--- src/rtl/md_unit.sv ---
// md_unit: iterative multiply/divide unit owning the MIPS HI/LO pair.
//   A request is accepted in IDLE. CALC then runs one shift-add or restoring
//   division step per clock. FIX applies the sign correction and writes HI/LO.
// Ports:
//   clock    - system clock, rising edge
//   reset    - synchronous, active-high
//   start    - issue request, sampled only while busy=0
//   funct    - instruction[5:0]: mult/multu/div/divu/mthi/mtlo
//   rs_data  - operand A (dividend / multiplicand / mthi-mtlo source)
//   rt_data  - operand B (divisor / multiplier)
//   busy     - iterative operation in progress
//   done     - one-cycle pulse after HI/LO are written by a mult/div
//   hi, lo   - HI/LO registers
module md_unit #(
   parameter int unsigned XLEN = 32,
   parameter int unsigned ITER = 32
) (
   input  logic            clock,
   input  logic            reset,
   input  logic            start,
   input  logic [5:0]      funct,
   input  logic [XLEN-1:0] rs_data,
   input  logic [XLEN-1:0] rt_data,
   output logic            busy,
   output logic            done,
   output logic [XLEN-1:0] hi,
   output logic [XLEN-1:0] lo
);

   localparam logic [5:0] F_MULT  = 6'b011000;
   localparam logic [5:0] F_MULTU = 6'b011001;
   localparam logic [5:0] F_DIV   = 6'b011010;
   localparam logic [5:0] F_DIVU  = 6'b011011;
   localparam logic [5:0] F_MTHI  = 6'b010001;
   localparam logic [5:0] F_MTLO  = 6'b010011;

   localparam int unsigned CW = (ITER > 1) ? $clog2(ITER) : 1;
   localparam logic [CW-1:0] LAST = CW'(ITER - 1);

   typedef enum logic [1:0] {IDLE, CALC, FIX} state_t;

   state_t              state_q, state_d;
   logic [CW-1:0]       cnt_q, cnt_d;
   logic [2*XLEN-1:0]   acc_q, acc_d;     // product, or {remainder, quotient}
   logic [XLEN-1:0]     b_q, b_d;         // |multiplicand| or |divisor|
   logic [XLEN-1:0]     rs_q, rs_d;       // raw dividend for divide-by-zero HI
   logic                div_q, div_d;
   logic                negq_q, negq_d;   // negate product / quotient
   logic                negr_q, negr_d;   // negate remainder
   logic [XLEN-1:0]     hi_q, hi_d;
   logic [XLEN-1:0]     lo_q, lo_d;
   logic                done_q, done_d;

   logic                sgn;
   logic [XLEN-1:0]     abs_a, abs_b;
   logic [2*XLEN:0]     sh;
   logic [XLEN:0]       sum;
   logic [2*XLEN-1:0]   prod;

   always_comb begin
      state_d = state_q;
      cnt_d   = cnt_q;
      acc_d   = acc_q;
      b_d     = b_q;
      rs_d    = rs_q;
      div_d   = div_q;
      negq_d  = negq_q;
      negr_d  = negr_q;
      hi_d    = hi_q;
      lo_d    = lo_q;
      done_d  = 1'b0;
      sgn     = ~funct[0];
      abs_a   = rs_data;
      abs_b   = rt_data;
      sh      = '0;
      sum     = '0;
      prod    = '0;

      unique case (state_q)
         IDLE: begin
            if (start) begin
               unique case (funct)
                  F_MTHI: hi_d = rs_data;
                  F_MTLO: lo_d = rs_data;
                  F_MULT, F_MULTU, F_DIV, F_DIVU: begin
                     // Signed ops iterate on magnitudes; signs are restored in FIX.
                     if (sgn && rs_data[XLEN-1]) abs_a = -rs_data;
                     if (sgn && rt_data[XLEN-1]) abs_b = -rt_data;
                     acc_d   = {{XLEN{1'b0}}, abs_a};
                     b_d     = abs_b;
                     rs_d    = rs_data;
                     div_d   = funct[1];
                     negq_d  = sgn & (rs_data[XLEN-1] ^ rt_data[XLEN-1]);
                     negr_d  = sgn & rs_data[XLEN-1];
                     cnt_d   = '0;
                     state_d = CALC;
                  end
                  default: ;
               endcase
            end
         end
         CALC: begin
            if (div_q) begin
               // Restoring step: shift in, trial-subtract, set quotient bit.
               sh = {acc_q, 1'b0};
               if (sh[2*XLEN:XLEN] >= {1'b0, b_q}) begin
                  sh[2*XLEN:XLEN] = sh[2*XLEN:XLEN] - {1'b0, b_q};
                  sh[0] = 1'b1;
               end
               acc_d = sh[2*XLEN-1:0];
            end else begin
               // Shift-add: multiplier bits consumed from the low half.
               sum   = {1'b0, acc_q[2*XLEN-1:XLEN]} + (acc_q[0] ? {1'b0, b_q} : '0);
               acc_d = {sum, acc_q[XLEN-1:1]};
            end
            cnt_d = cnt_q + CW'(1);
            if (cnt_q == LAST) state_d = FIX;
         end
         FIX: begin
            if (div_q) begin
               if (b_q == '0) begin
                  lo_d = '1;
                  hi_d = rs_q;
               end else begin
                  lo_d = negq_q ? -acc_q[XLEN-1:0]      : acc_q[XLEN-1:0];
                  hi_d = negr_q ? -acc_q[2*XLEN-1:XLEN] : acc_q[2*XLEN-1:XLEN];
               end
            end else begin
               prod = negq_q ? -acc_q : acc_q;
               hi_d = prod[2*XLEN-1:XLEN];
               lo_d = prod[XLEN-1:0];
            end
            done_d  = 1'b1;
            cnt_d   = '0;
            state_d = IDLE;
         end
         default: state_d = IDLE;
      endcase
   end

   always_ff @(posedge clock) begin
      if (reset) begin
         state_q <= IDLE;
         cnt_q   <= '0;
         acc_q   <= '0;
         b_q     <= '0;
         rs_q    <= '0;
         div_q   <= 1'b0;
         negq_q  <= 1'b0;
         negr_q  <= 1'b0;
         hi_q    <= '0;
         lo_q    <= '0;
         done_q  <= 1'b0;
      end else begin
         state_q <= state_d;
         cnt_q   <= cnt_d;
         acc_q   <= acc_d;
         b_q     <= b_d;
         rs_q    <= rs_d;
         div_q   <= div_d;
         negq_q  <= negq_d;
         negr_q  <= negr_d;
         hi_q    <= hi_d;
         lo_q    <= lo_d;
         done_q  <= done_d;
      end
   end

   assign busy = (state_q != IDLE);
   assign done = done_q;
   assign hi   = hi_q;
   assign lo   = lo_q;

endmodule

--- config.mk ---
export PLATFORM = sky130hd
export DESIGN_NAME = md_unit
export DESIGN_NICKNAME = d
export VERILOG_FILES = /design/src/rtl/md_unit.sv
export SDC_FILE = /design/constraint.sdc
export NUM_CORES = 1
export LEC_CHECK = 0
export CAP_MARGIN = 20
export CORE_MARGIN = 8
export CORE_UTILIZATION = 50
export DETAILED_ROUTE_END_ITERATION = 10
export GPL_TIMING_DRIVEN = 0
export PLACE_DENSITY = 0.83
export SLEW_MARGIN = 20
export SYNTH_ARGS = -nofsm -noshare
export SYNTH_HDL_FRONTEND = slang
export SYNTH_SLANG_ARGS = --single-unit
--- constraint.sdc ---
create_clock -name clock -period 3.65 [get_ports clock]
set_clock_uncertainty 0.2 [all_clocks]
set_input_delay 0.9125 -clock clock [delete_from_list [all_inputs] [get_ports clock]]
set_output_delay 0.9125 -clock clock [all_outputs]
set_load 0.005 [all_outputs]
==> metrics.md, run 1 <==
| Metric | Value |
|---|---|
| Status | complete, no violations |
| Slew HR | 35.2% |
| Crit path kind | flop to flop |
| Fin crit period | 3620 ps |
| Port Buf Inserts | 128 |
| CP max FO | 10 |
| Critical Path RT | 3880 ps |
| GRT Overall Usage | 34.0% |
| Post-DRT Antenna Nets | 0 |
| Final hold viol count | 0 |
| Die X | 196 um |
| Clk_lat worst skew | 570 ps |
| Syn Nets | 2398 |
| CTS Hold Bufs | 0 |
| Hold WC Path Type | flop to flop |
| WP data arrival | 3850 ps |
| Leak | 7.15 nW |
| Vias per cell | 6.46 |
| PwrDens | 332 nW/um2 |
| HP Start | lo[12] |
| Drt first pass iters | 6 |
| Area leader, netlist | dfxtp_1 |
| Critical Path Sink Type | flop |
| DRC violations left | 0 |
| Vias | 18600 |
| Initial core utilization | 50.4% |
| Final worst-path cycle share | 99.2% |
| Register area share after synthesis | 25.0% |
| Routed wire length | 68.7 mm |
| Number of flops mapped to enable cells by yosys | 0 |
| Initial antenna violation count | 0 |
| Diode count | 0 |
| Tightest Pin Transition | 973 ps |
| Pint | 4.25 mW |
| Worst path max stage delay | 550 ps |
| Synth warn | 0 |
| Die ar. | 38500 um2 |
| Peak VDD IR | 0.000334 V |
| Cells after synthesis | 2249 |
| H-tree depth | 1 |
| Finished Cell Area | 19400 um2 |
| Initial DRC count | 2237 |
| Reg2reg end | hi[20] |
| Cells on Worst Hold Path | 2 |
| CP max-delay cell | or4_1 |
| Io pins | 139 |
| Clock power frac | 40.5% |
| Core Rows | 66 |
| Psw | 2.20 mW |
| Most frequent CP cell | clkbuf_1 |
| Gr ovfl total | 0 |
| Avg WL per Cell | 23.9 um |
| Placed Instance Area | 18100 um2 |
| Power Total | 6.45 mW |
| Max Cap Viol | 0 |
| Reg2reg path depth | 11 |
| Post-synth top area share | 25.0% |
| CTS root buf | clkbuf_16 |
| Largest cells by area after synthesis | dfxtp_1 25%, a21oi_1 7.7%, xnor2_1 6.8% |
| Area Overhead vs Synth | 19.5% |
| Layout cells sized above 1 | 6.79% |
| Main flop type after synthesis | dfxtp_1 |
| Vias in the first global route | 17700 |
| Fin worst setup slack | 30.2 ps |
| Critical path cell sequence | clkbuf_1 > or4_1 > clkbuf_1 > nor3_4 > nand4_1 > or2_2 > buf_2 > o21ai_0 > xnor2_1 > a222oi_1 > a21oi_1 |
| Synth cell types | 74 |
| Setup TNS | 0 ps |
| Logic pwr share | 24.2% |
| Total Nets Final | 2561 |
| Gpl congestion | 1.02 |
| Clock-pin slew of the registers on the worst-case setup and hold paths | 70 ps |
| Die Height | 196 um |
| Slew Viols, Final | 0 |
| Seq cells post-synth | 203 |
| Async S/R FF share, synth | 0% |
| Hpwl dp | 52.9 mm |
| Crit-path leading delay family | simple AND/OR/NAND/NOR gates |
| CTS tree | built |
| Final number of setup-violating endpoints | 0 |
| TritonCTS Buffers | 25 |
| Max Clk Rate | 276 MHz |
| Core Area | 32300 um2 |
| Post-Syn Area | 16300 um2 |
| Switching share of power | 34.1% |
| Hold Slack | 250 ps |
| Sequential share of power | 35.4% |
| Reg-to-reg setup timing slack | 30 ps |
| First-pass GRT wire length | 104 mm |
| Mean post-synth cell area | 7.23 um2 |
| Launching point of the worst reg2reg path | acc_q[2] |
| RSZ-0062 raised after global routing | true |
| CP startpoint kind | flop |
| Largest net degree at the start of global routing | 14 |
| DP Worst Slack | -1270 ps |
| Crit path buffers/inverters | 3 |
| CTS sink count | 203 |
| Hold Path End | lo[12] |
| Clock Tree Buf Depth | 3 |
-- power groups by stage --
| stage | clock, mW | combinational [mW] | sequential (mW) |
|---|---|---|---|
| global route | 2.67 | 1.64 | 2.28 |
| global placement | 0 | 1.39 | 2.33 |
| finish | 2.61 | 1.56 | 2.28 |
| CTS | 2.60 | 1.47 | 2.28 |
| floorplan | 0 | 0.868 | 2.32 |
| detailed placement | 0 | 1.40 | 2.33 |
-- cell type report --
class | instances | area (um2)
fill | 3043 | 12900
inverter | 78 | 297
clock buffer | 32 | 682
tap | 442 | 553
sequential | 203 | 4080
multi-input combinational | 1787 | 11500
buffer | 169 | 697
clock inverter | 13 | 155
timing repair buffer | 148 | 1440
-- worst reg2reg max path, delay by kind of cell (launching register included) --
family | cells | cell delay [ps]
AO/OA/AOI/OAI | 3 | 720
XOR/XNOR | 1 | 90
buffers and inverters | 3 | 710
flip-flops | 1 | 300
AND/OR/NAND/NOR | 4 | 1470
-- through the flow --
stage,std cells,util (%)
after CTS,2878,59.5
after floorplan,2249,-
final,2872,60.2
after global routing,2872,60.2
after detailed placement,2819,56.0
after global placement,2819,56.0
-- sequential cells by signal, indices dropped and copies added (netlist names) --
register,cells
acc_q,64
b_q,32
cnt_q,5
div_q,1
done,1
hi,32
lo,32
negq_q,1
negr_q,1
rs_q,32
state_q,2
-- timing repair --
item | 4_1_cts | 5_1_grt
buffers inserted | 14 | 6
resized for setup | 60 | 63
pin swaps | 17 | 11
endpoints found under the setup margin | 79 | 68
-- layer usage --
| layer | global-route usage, % | share of wire [%] |
|---|---|---|
| met2 | 53.9 | 43 |
| met4 | 22.9 | 8.1 |
| met3 | 6.79 | 10 |
| met1 | 41.5 | 39 |
| met5 | 0 | 0 |
-- how the worst max path moves through the flow --
| stage | startpoint | to | depth (start not counted) |
|---|---|---|---|
| final | acc_q[2] | hi[20] | 11 |
| after global routing | acc_q[2] | hi[16] | 10 |
| after CTS | acc_q[48] | hi[31] | 10 |
| after detailed placement | start | hi[1] | 9 |
| after global placement | start | hi[1] | 9 |
| after floorplan | acc_q[47] | hi[31] | 10 |
-- synth_stat cells, types with 36 or more instances --
cell	number
a211oi_1	49
a21o_1	38
a21oi_1	250
clkbuf_1	164
dfxtp_1	203
ha_1	74
inv_1	77
mux2i_1	53
nand2_1	293
nor2_1	181
o211ai_1	45
o21ai_0	167
o221ai_1	36
xnor2_1	126
xor2_1	64
-- cell families after synthesis --
kind of cell | share of synthesized area, %
compound gates | 29.1
simple gates | 20.2
buf+inv | 6.03
flops | 25.0
xor+xnor | 10.2
fa+ha+maj | 5.94
mux | 3.54
-- cells in the final DEF, fill, tap and decap left out, types with 14 or more instances in the layout --
| cell | instances |
|---|---|
| nor2_1 | 179 |
| xnor2_1 | 126 |
| or3_1 | 23 |
| nor4_1 | 19 |
| clkdlybuf4s50_1 | 125 |
| o221ai_1 | 36 |
| o21ai_0 | 155 |
| nand4_1 | 21 |
| nor3_1 | 31 |
| buf_4 | 22 |
| a22oi_1 | 15 |
| buf_1 | 15 |
| ha_1 | 67 |
| dfxtp_1 | 190 |
| a21oi_1 | 246 |
| clkbuf_16 | 25 |
| a211oi_1 | 47 |
| o31ai_1 | 29 |
| xor2_1 | 64 |
| nand2b_1 | 14 |
| nand2_1 | 293 |
| a21o_1 | 38 |
| a31oi_1 | 23 |
| nand3_1 | 33 |
| inv_1 | 76 |
| o211ai_1 | 45 |
| clkbuf_1 | 143 |
| mux2i_1 | 53 |
Power figures use the tool's default switching activity.
==> run 2, diff against run 1 <==
--- a/config.mk
+++ b/config.mk
@@ -6,7 +6,6 @@
 export NUM_CORES = 1
 export LEC_CHECK = 0
 export CAP_MARGIN = 20
-export CORE_MARGIN = 8
 export CORE_UTILIZATION = 50
 export DETAILED_ROUTE_END_ITERATION = 10
 export GPL_TIMING_DRIVEN = 0
==> metrics.md, run 2 (synthesis results as in run 1) <==
| Metric | Value |
|---|---|
| Status | complete, no violations (unchanged) |
| Vias | 18900 (was 18600) |
| CP max FO | 5 (was 10) |
| Finished Cell Area | 19300 um2 (was 19400 um2) |
| First-pass GRT wire length | 99.5 mm (was 104 mm) |
| Diode count | 0 (unchanged) |
| Critical Path Sink Type | flop (unchanged) |
| Switching share of power | 33.9% (was 34.1%) |
| CTS tree | built (unchanged) |
| DRC violations left | 0 (unchanged) |
| Max reg flops | 64 (unchanged) |
| Clock-pin slew of the registers on the worst-case setup and hold paths | 70 ps (about the same) |
| PwrDens | 332 nW/um2 (about the same) |
| Io pins | 139 (unchanged) |
| Clock Tree Buf Depth | 3 (unchanged) |
| Layout cells sized above 1 | 6.47% (was 6.79%) |
| Core Area | 31800 um2 (was 32300 um2) |
| Post-DRT Antenna Nets | 0 (unchanged) |
| Multi-input gate area | 11500 um2 (about the same) |
| Placed Instance Area | 18100 um2 (about the same) |
| Initial DRC count | 2549 (was 2237) |
| TritonCTS Buffers | 25 (unchanged) |
| Psw | 2.17 mW (was 2.20 mW) |
| Gr ovfl total | 0 (unchanged) |
| Total Nets Final | 2557 (was 2561) |
| WP data arrival | 3920 ps (was 3850 ps) |
| Avg WL per Cell | 23.2 um (was 23.9 um) |
| CTS root buf | clkbuf_16 (unchanged) |
| Drt first pass iters | 8 (was 6) |
| Power Total | 6.41 mW (was 6.45 mW) |
| Tightest Pin Transition | 918 ps (was 973 ps) |
| Vias per cell | 6.60 (was 6.46) |
| CTS Hold Bufs | 0 (unchanged) |
| Clock power frac | 40.4% (was 40.5%) |
| Die Height | 182 um (was 196 um) |
| Inst Count DP | 2812 (was 2819) |
| Die X | 182 um (was 196 um) |
| Initial core utilization | 51.1% (was 50.4%) |
| Sequential share of power | 35.5% (was 35.4%) |
| Largest net degree at the start of global routing | 14 (unchanged) |
| Final hold viol count | 0 (unchanged) |
| Peak VDD IR | 0.000334 V (about the same) |
| Vias in the first global route | 17500 (was 17700) |
| Port Buf Inserts | 128 (unchanged) |
| Initial antenna violation count | 0 (unchanged) |
| Fin crit period | 3610 ps (was 3620 ps) |
| Final number of setup-violating endpoints | 0 (unchanged) |
| Area Overhead vs Synth | 19.0% (was 19.5%) |
| Crit path kind | flop to flop (unchanged) |
| Most frequent cells in the layout | 293 x nand2_1, 246 x a21oi_1, 191 x dfxtp_1, 179 x nor2_1, 153 x o21ai_0 (was 293 x nand2_1, 246 x a21oi_1, 190 x dfxtp_1, 179 x nor2_1, 155 x o21ai_0) |
| DP Worst Slack | -1470 ps (was -1270 ps) |
| Clk_lat worst skew | 550 ps (was 570 ps) |
| H-tree depth | 1 (unchanged) |
| Leak | 7.10 nW (was 7.15 nW) |
| Commonest non-fill, non-tap cell in the layout | nand2_1 (unchanged) |
| Routed wire length | 66.2 mm (was 68.7 mm) |
| Hold WC Path Type | flop to flop (unchanged) |
| Hpwl dp | 49.4 mm (was 52.9 mm) |
| Setup TNS | 0 ps (unchanged) |
| Register area | 4080 um2 (about the same) |
| Slew Viols, Final | 0 (unchanged) |
| GRT Overall Usage | 38.4% (was 34.0%) |
| Filler Cells Inserted | 2909 (was 3043) |
| Logic pwr share | 24.1% (was 24.2%) |
| Die ar. | 33200 um2 (was 38500 um2) |
| Critical Path RT | 3950 ps (was 3880 ps) |
| Max Clk Rate | 277 MHz (was 276 MHz) |
| Final worst-path cycle share | 99.0% (was 99.2%) |
| Pint | 4.24 mW (was 4.25 mW) |
| Max Cap Viol | 0 (unchanged) |
| Fin worst setup slack | 35.7 ps (was 30.2 ps) |
| CP startpoint kind | flop (unchanged) |
| CTS sink count | 203 (unchanged) |
| Gpl congestion | 1.08 (was 1.02) |
| Slew HR | 38.8% (was 35.2%) |
| Core Rows | 65 (was 66) |
| Fin cells | 2860 (was 2872) |
| Largest Register | acc_q (unchanged) |
==> run 2: final timing paths <==
path	startpoint	end	slack (ps)	depth (start not counted)
worst max-delay path	acc_q[48]	hi[31]	40	10
worst min register to register	lo[19]	lo[19]	250	2
worst min-delay path	lo[19]	lo[19]	250	2
worst max register to register	acc_q[48]	hi[31]	40	10
==> run 2: cell type report <==
| class | instances | share of cell area (%) |
|---|---|---|
| Inverter | 78 | 1.53 |
| Clock buffer | 32 | 3.58 |
| Sequential cell | 203 | 21.1 |
| Multi-Input combinational cell | 1787 | 59.5 |
| Timing Repair Buffer | 144 | 7.26 |
| Buffer | 169 | 3.49 |
| Clock inverter | 12 | 0.750 |
| Tap cell | 435 | 2.81 |
==> run 2: per-stage QoR <==
step           util [%]  hold slack [ps]
2_1_floorplan         -              233
3_3_place_gp       56.9              238
3_5_place_dp       56.9              244
4_1_cts            60.3              251
5_1_grt            60.8              262
6_report           60.8              249
==> run 2: per-layer routing <==
layer  vias to the layer above  share of wire, %  global-route usage (%)
met4                         0               7.7                    25.3
met5                         -                 0                       0
met1                      8622                37                    48.6
met2                      1454                42                    58.5
li1                       8443                 -                       -
met3                       353                13                    8.54
==> run 2: worst max-delay path, cell delays in order, from the launching register on <==
cell and delay (ps):
dfxtp_4 350, buf_6 120, or4_4 530, or4_4 440
or4_4 480, or2_4 260, or4b_4 520, and3_4 170
o31a_1 240, o21ai_1 120, a31o_1 150
==> run 2: power by group through the flow <==
stage | Sequential, mW | Clock (mW) | Combinational, mW
floorplan | 2.32 | 0 | 0.868
global placement | 2.33 | 0 | 1.36
detailed placement | 2.33 | 0 | 1.39
CTS | 2.28 | 2.57 | 1.44
global route | 2.28 | 2.67 | 1.61
finish | 2.28 | 2.59 | 1.54
==> run 2: repair_timing <==
action	in CTS	in global routing
pin swaps	13	11
gates resized for setup	60	55
buffers inserted	10	6
cloned	0	0
setup endpoints to repair	78	73
